[src/rtl/mod5_pkg.sv]
// Shared definitions for the mod-5 check scheduler: FSM states, residue
// constants and the single-bit residue step.
package mod5_pkg;

  typedef enum logic [1:0] {
    ST_IDLE  = 2'd0,
    ST_SHIFT = 2'd1,
    ST_DONE  = 2'd2
  } state_e;

  localparam logic [2:0] R0 = 3'd0;
  localparam logic [2:0] R1 = 3'd1;
  localparam logic [2:0] R2 = 3'd2;
  localparam logic [2:0] R3 = 3'd3;
  localparam logic [2:0] R4 = 3'd4;

  // Next residue after appending one bit MSB-first: (2*r + b) mod 5.
  function automatic logic [2:0] mod5_step(input logic [2:0] r, input logic b);
    logic [2:0] nxt;
    case (r)
      R0:      nxt = b ? R1 : R0;
      R1:      nxt = b ? R3 : R2;
      R2:      nxt = b ? R0 : R4;
      R3:      nxt = b ? R2 : R1;
      R4:      nxt = b ? R4 : R3;
      default: nxt = R0;
    endcase
    return nxt;
  endfunction

endpackage

[src/rtl/mod5_check_scheduler_if.sv]
// Requester handshake and result bus of the mod-5 check scheduler.
interface mod5_check_scheduler_if #(
  parameter int WIDTH = 8,
  parameter int NREQ  = 4
);
  localparam int IDW = $clog2(NREQ);

  logic [NREQ-1:0]       req_valid;
  logic [NREQ*WIDTH-1:0] req_data;
  logic [NREQ-1:0]       req_ready;
  logic                  res_valid;
  logic                  res_div5;
  logic [2:0]            res_residue;
  logic [IDW-1:0]        res_id;
  logic                  busy;

  modport master (
    output req_valid, req_data,
    input  req_ready, res_valid, res_div5, res_residue, res_id, busy
  );

  modport slave (
    input  req_valid, req_data,
    output req_ready, res_valid, res_div5, res_residue, res_id, busy
  );

endinterface

[src/rtl/mod5_serial_residue.sv]
// Serial mod-5 residue accumulator: consumes one bit per enabled cycle,
// MSB first; clear has priority over en.
module mod5_serial_residue
  import mod5_pkg::*;
(
  input  logic       clk,
  input  logic       reset,
  input  logic       clear,
  input  logic       en,
  input  logic       bit_in,
  output logic [2:0] residue
);

  logic [2:0] residue_d, residue_q;

  always_comb begin
    // NOTE: default assignment first, so every path assigns residue_d and no latch is inferred.
    residue_d = residue_q;
    if (clear) begin
      residue_d = R0;
    end else if (en) begin
      residue_d = mod5_step(residue_q, bit_in);
    end
  end

  // NOTE: non-blocking assignment so every flop samples pre-edge values regardless of process order.
  always_ff @(posedge clk or posedge reset) begin
    if (reset) begin
      residue_q <= R0;
    end else begin
      residue_q <= residue_d;
    end
  end

  assign residue = residue_q;

endmodule

[src/rtl/mod5_check_scheduler.sv]
// Round-robin scheduler sharing one serial mod-5 residue engine among NREQ
// requesters; one word in flight at a time, results reported per word.
module mod5_check_scheduler
  import mod5_pkg::*;
#(
  parameter int WIDTH = 8,
  parameter int NREQ  = 4
) (
  input logic                   clk,
  input logic                   reset,
  mod5_check_scheduler_if.slave bus
);

  localparam int IDW  = $clog2(NREQ);
  localparam int CNTW = $clog2(WIDTH);
  localparam logic [CNTW-1:0] CNT_LAST = CNTW'(WIDTH - 1);
  localparam logic [IDW-1:0]  ID_LAST  = IDW'(NREQ - 1);

  state_e           state_q, state_d;
  logic [WIDTH-1:0] shreg_q, shreg_d;
  logic [CNTW-1:0]  cnt_q, cnt_d;
  logic [IDW-1:0]   cur_id_q, cur_id_d;
  logic [IDW-1:0]   last_grant_q, last_grant_d;
  logic [2:0]       res_residue_q, res_residue_d;
  logic             res_div5_q, res_div5_d;
  logic [IDW-1:0]   res_id_q, res_id_d;

  logic             grant_found;
  logic [IDW-1:0]   grant_idx;
  logic [NREQ-1:0]  ready;
  logic             handshake;
  logic             eng_clear;
  logic             eng_en;
  logic [2:0]       residue;

  // Round-robin search: first valid requester after last_grant, wrapping.
  always_comb begin
    logic [IDW-1:0] cand;
    cand        = '0;
    grant_found = 1'b0;
    grant_idx   = '0;
    for (int k = 1; k <= NREQ; k++) begin
      cand = IDW'((int'(last_grant_q) + k) % NREQ);
      if (!grant_found && bus.req_valid[cand]) begin
        grant_found = 1'b1;
        grant_idx   = cand;
      end
    end
  end

  always_comb begin
    ready = '0;
    if (state_q == ST_IDLE && grant_found) begin
      ready[grant_idx] = 1'b1;
    end
  end

  assign handshake = |(bus.req_valid & ready);

  always_comb begin
    state_d       = state_q;
    shreg_d       = shreg_q;
    cnt_d         = cnt_q;
    cur_id_d      = cur_id_q;
    last_grant_d  = last_grant_q;
    res_residue_d = res_residue_q;
    res_div5_d    = res_div5_q;
    res_id_d      = res_id_q;
    eng_clear     = 1'b0;
    eng_en        = 1'b0;

    unique case (state_q)
      ST_IDLE: begin
        if (handshake) begin
          shreg_d      = bus.req_data[int'(grant_idx)*WIDTH +: WIDTH];
          cur_id_d     = grant_idx;
          last_grant_d = grant_idx;
          cnt_d        = '0;
          eng_clear    = 1'b1;
          state_d      = ST_SHIFT;
        end
      end
      ST_SHIFT: begin
        eng_en  = 1'b1;
        shreg_d = {shreg_q[WIDTH-2:0], 1'b0};
        cnt_d   = cnt_q + 1'b1;
        if (cnt_q == CNT_LAST) begin
          state_d = ST_DONE;
        end
      end
      ST_DONE: begin
        res_residue_d = residue;
        res_div5_d    = (residue == R0);
        res_id_d      = cur_id_q;
        state_d       = ST_IDLE;
      end
      default: state_d = ST_IDLE;
    endcase
  end

  always_ff @(posedge clk or posedge reset) begin
    if (reset) begin
      state_q       <= ST_IDLE;
      shreg_q       <= '0;
      cnt_q         <= '0;
      cur_id_q      <= '0;
      last_grant_q  <= ID_LAST;
      res_residue_q <= R0;
      res_div5_q    <= 1'b0;
      res_id_q      <= '0;
    end else begin
      state_q       <= state_d;
      shreg_q       <= shreg_d;
      cnt_q         <= cnt_d;
      cur_id_q      <= cur_id_d;
      last_grant_q  <= last_grant_d;
      res_residue_q <= res_residue_d;
      res_div5_q    <= res_div5_d;
      res_id_q      <= res_id_d;
    end
  end

  mod5_serial_residue u_engine (
    .clk     (clk),
    .reset   (reset),
    .clear   (eng_clear),
    .en      (eng_en),
    .bit_in  (shreg_q[WIDTH-1]),
    .residue (residue)
  );

  // During DONE the fresh result is forwarded so it is valid with res_valid;
  // afterwards the registered copy holds it until the next DONE.
  assign bus.req_ready   = ready;
  assign bus.res_valid   = (state_q == ST_DONE);
  assign bus.res_residue = (state_q == ST_DONE) ? residue : res_residue_q;
  assign bus.res_div5    = (state_q == ST_DONE) ? (residue == R0) : res_div5_q;
  assign bus.res_id      = (state_q == ST_DONE) ? cur_id_q : res_id_q;
  assign bus.busy        = (state_q != ST_IDLE);

endmodule

[src/flat_wrapper.sv]
// flat-port wrapper written by rule: the top's interface ports become plain ports
module mod5_check_scheduler_flat import mod5_pkg::*;
#(
  parameter int WIDTH = 8,
  parameter int NREQ  = 4
)
  (clk, reset, bus_req_valid, bus_req_data, bus_req_ready, bus_res_valid, bus_res_div5, bus_res_residue, bus_res_id, bus_busy);
  mod5_check_scheduler_if #(.WIDTH(WIDTH), .NREQ(NREQ)) bus_i ();
  input logic clk;
  input logic reset;
  input wire logic [$bits(bus_i.req_valid)-1:0] bus_req_valid;
  input wire logic [$bits(bus_i.req_data)-1:0] bus_req_data;
  output wire logic [$bits(bus_i.req_ready)-1:0] bus_req_ready;
  output wire logic [$bits(bus_i.res_valid)-1:0] bus_res_valid;
  output wire logic [$bits(bus_i.res_div5)-1:0] bus_res_div5;
  output wire logic [$bits(bus_i.res_residue)-1:0] bus_res_residue;
  output wire logic [$bits(bus_i.res_id)-1:0] bus_res_id;
  output wire logic [$bits(bus_i.busy)-1:0] bus_busy;
  assign bus_i.req_valid = bus_req_valid;
  assign bus_i.req_data = bus_req_data;
  assign bus_req_ready = bus_i.req_ready;
  assign bus_res_valid = bus_i.res_valid;
  assign bus_res_div5 = bus_i.res_div5;
  assign bus_res_residue = bus_i.res_residue;
  assign bus_res_id = bus_i.res_id;
  assign bus_busy = bus_i.busy;
  mod5_check_scheduler #(.WIDTH(WIDTH), .NREQ(NREQ)) u_core (.clk(clk), .reset(reset), .bus(bus_i));
endmodule
[config.mk]
export PLATFORM = sky130hd
export DESIGN_NAME = mod5_check_scheduler_flat
export DESIGN_NICKNAME = d
export VERILOG_FILES = /design/src/rtl/mod5_pkg.sv /design/src/rtl/mod5_check_scheduler_if.sv /design/src/rtl/mod5_serial_residue.sv /design/src/rtl/mod5_check_scheduler.sv /design/src/flat_wrapper.sv
export SDC_FILE = /design/constraint.sdc
export NUM_CORES = 1
export LEC_CHECK = 0
export BUFFER_PORTS_ARGS = -buffer_cell sky130_fd_sc_hd__buf_4
export CAP_MARGIN = 20
export CORE_ASPECT_RATIO = 0.7
export CORE_UTILIZATION = 50
export DETAILED_ROUTE_END_ITERATION = 6
export PLACE_DENSITY_LB_ADDON = 0.1
export SYNTH_ARGS = -nofsm -noshare
export SYNTH_HDL_FRONTEND = slang
export SYNTH_SLANG_ARGS = --single-unit
[constraint.sdc]
create_clock -name clk -period 2.1 [get_ports clk]
set_input_delay 0.42 -clock clk [delete_from_list [all_inputs] [get_ports clk]]
set_output_delay 0.42 -clock clk [all_outputs]
set_load 0.01 [all_outputs]
==> results.tsv <==
stage	metric	value	unit
finish	final net count	242	
yosys	Seq/Total Area, Yosys	0.429	
worst_setup_path	WS Path Type	reg2out	
sta	Rel. slew slack	0.658	
worst_setup_path	largest stage delay on the critical path	600	ps
clock_tree	CTS Buf Count	3	
finish	ANT cells	0	
power_and_ir_drop	Power Density	1230	nW/um^2
clock_tree	Max H-tree Level	1	
worst_setup_path	setup slack on the worst flop-to-flop path	350	ps
yosys	main combinational cell family by area after synthesis	compound AO/OA/AOI/OAI gates	
placement	Port Buffer Count	49	
sta	Fmax	0.480	GHz
route	DR WL/cell	14.2	um
worst_hold_path	Hold/Removal Path Class	in2async	
yosys	XOR/XNOR Fraction of Synth Area	0	
route	DRT iter0 DRCs	80	
route	drt total wl	3370	um
clock_tree	worst-skew pair later-pin latency	280	ps
sta	Setup Viol. Count Final	0	
worst_setup_path	Worst EP arrival	1660	ps
grt	largest net degree at the start of global routing	27	
finish	share of layout cells above drive strength 1	0.433	
yosys	number of synthesized flops with an enable pin	0	
worst_setup_path	Crit path max-delay family	flip-flops	
worst_setup_path	R2R depth	5	
worst_setup_path	WP depth	4	
die	Core Region	2840	um^2
worst_setup_path	Critical-path top delay cell	dfstp_2	
sta	unrepaired setup endpoints after global routing	true	
sta	worst slew pin tran	512	ps
worst_setup_path	worst-path cell chain	mux2i_2, o221a_2, and3_1, buf_4	
route	Pre-antenna DRT Iters	4	
finish	fin area	2020	um^2
finish	non-filler cells, final	237	
worst_setup_path	Worst Path Required	1680	ps
grt	antenna violations before repair	0	
sta	Hold Vio Cnt, Final	0	
yosys	Post-Synth Adder-Cell Area	0.0164	
clock_tree	Clock Tree Buf Depth	2	
placement	placed inst area	1900	um^2
power_and_ir_drop	Pleak	1.01	nW
route	drt drc	0	
run_status	status	finished clean	
clock_tree	CTS hold repair buffers	0	
yosys	Distinct cells, synth	40	
yosys	Mapped Area	1520	um^2
clock_tree	CTS tree	yes	
die	Ports	50	
die	chip height	48.2	um
grt	grt total ovfl	0	
yosys	Mean Syn Cell Area	10.4	um^2
power_and_ir_drop	peak supply drop	710	uV
placement	dpl hpwl	2560	um
yosys	Syn Inst Count	147	
grt	global-route wire length before repair	5220	um
yosys	Synth Area in Simple Gates	0.162	
yosys	Synth warnings	0	
yosys	Synth async-reset ratio	1.00	
sta	Tcrit/Tclk final	0.992	
yosys	register bit total from synthesis	26	
clock_tree	CTS clk-pin slew, worst paths	90	ps
yosys	mux contribution to synthesized area	0.134	
yosys	post-synth top area share	0.394	
clock_tree	CTS Root Cell	clkbuf_8	
placement	GP Congestion	0.743	
worst_setup_path	worst path bufs/invs	1	
sta	crit path time final	2080	ps
grt	total track usage	0.224	
finish	Final Core Density	0.712	
die	Die W	68.0	um
clock_tree	CTS sink cnt	26	
grt	vias in the first global route	1192	
placement	placed cell count	231	
yosys	main area contributors after synthesis	dfrtp_1 (39%), mux2i_1 (11%), a221oi_2 (3.9%)	
sta	Slew Limit Fails	0	
worst_setup_path	Startpoint Class	register	
route	Final ANT Viol Nets	0	
yosys	top_reg_cell synth	dfrtp_1	
die	row cnt	16	
worst_setup_path	CP Capture Type	primary output	
yosys	syn_nets	187	
sta	skew final	7.90	ps
finish	Layout area overhead	32.9	%
die	full die area	3270	um^2
run	max-capacitance violation count	0	
yosys	area leader, netlist	dfrtp_1	
route	routed vias	1337	
die	starting density of the core	0.536	
worst_setup_path	worst-path fanout max	5	
route	vias per cell	5.64	
sta	sum of negative setup slack	0	ps
yosys	compound-gate portion of the synthesized area	0.194	
state kept, by name (all words and copies together), names as in the netlist:
name                     flops
u_core.cnt_q                 3
u_core.res_div5_q            1
u_core.u_engine.residue      3
u_core.last_grant_q          2
u_core.res_residue_q         3
u_core.state_q               2
u_core.res_id_q              2
u_core.shreg_q               8
u_core.cur_id_q              2
worst paths after layout:
check	from	end
worst max-delay path	u_core.last_grant_q[1]	bus_req_ready[0]
worst min-delay path	reset	u_core.state_q[1]
worst max register to register	u_core.last_grant_q[1]	u_core.shreg_q[4]
worst min register to register	u_core.res_div5_q	u_core.res_div5_q
max in group asynchronous	reset	u_core.last_grant_q[0]
min in group clk	bus_req_data[24]	u_core.shreg_q[0]
through the flow:
| step | power [W] | hold slack, ps | setup WS, ps |
|---|---|---|---|
| floorplan | 0.00173 | 453 | 257 |
| global placement | 0.00197 | 461 | 110 |
| detailed placement | 0.00201 | 468 | 100 |
| CTS | 0.00247 | 200 | 3.69 |
| global route | 0.00265 | 212 | -55.0 |
| finish | 0.00248 | 192 | 16.8 |
timing repair:
item,4_1_cts,5_1_grt
resized for setup,3,4
pin swaps,2,3
buffers inserted,2,0
cloned,0,0
endpoints found under the setup margin,3,8
layer usage:
metal / GRT usage / wire length [um]
met5: 0 / 0
met4: 0.0917 / 59
met2: 0.384 / 1680
met1: 0.278 / 1480
met3: 0.0537 / 147
kinds of logic after synthesis:
kind of cell,count (synthesis)
mux,20
flops,26
compound gates,40
buf+inv,14
fa+ha+maj,2
simple gates,45
worst register-to-register path: stages, from the launching register on:
cell,delay (ps)
dfstp_2,600
a211oi_1,90
a211o_2,340
buf_4,220
mux2i_1,160
a221oi_2,260
cell usage in the layout, fill, tap and decap left out, types with 2 or more instances in the layout:
cell type	n
nand2_1	11
nand2_4	2
mux2i_1	16
a221oi_2	4
dfstp_2	2
o21ai_0	11
nor3_1	2
nand3_1	3
dfrtp_1	24
and3_1	4
o22ai_1	5
inv_1	8
buf_4	55
nand2b_1	2
ha_1	2
clkbuf_8	3
a21o_2	2
a21oi_1	6
o221ai_1	4
mux2_2	3
nor2_1	9
where the power goes:
part	internal [W]	total, W	switching (W)
clock network	0.000255	0.000415	0.000160
logic	0.000572	0.00116	0.000591
registers	0.000733	0.000906	0.000173
area by class of cell:
type	instances	area (um^2)
Clock buffer	3	41.3
Tap cell	36	45.0
Fill cell	218	820
Sequential cell	26	653
Inverter	8	30.0
Multi-Input combinational cell	107	800
Clock inverter	1	30.0
Timing Repair Buffer	56	424
cell usage after synthesis, types with 2 or more instances:
master    count
a221oi_2      4
mux2_2        3
dfrtp_1      24
o22ai_1       5
nor2_1        9
nand2_4       2
o21ai_0      11
dfstp_2       2
nand2b_1      3
mux2i_1      17
a21o_2        2
inv_1         8
nand3_1       3
nor3_1        3
and3_1        4
nand2_1      11
a21oi_1       7
o221ai_1      5
buf_6         2
ha_1          2
No activity file was read; power rests on OpenSTA's default activity.
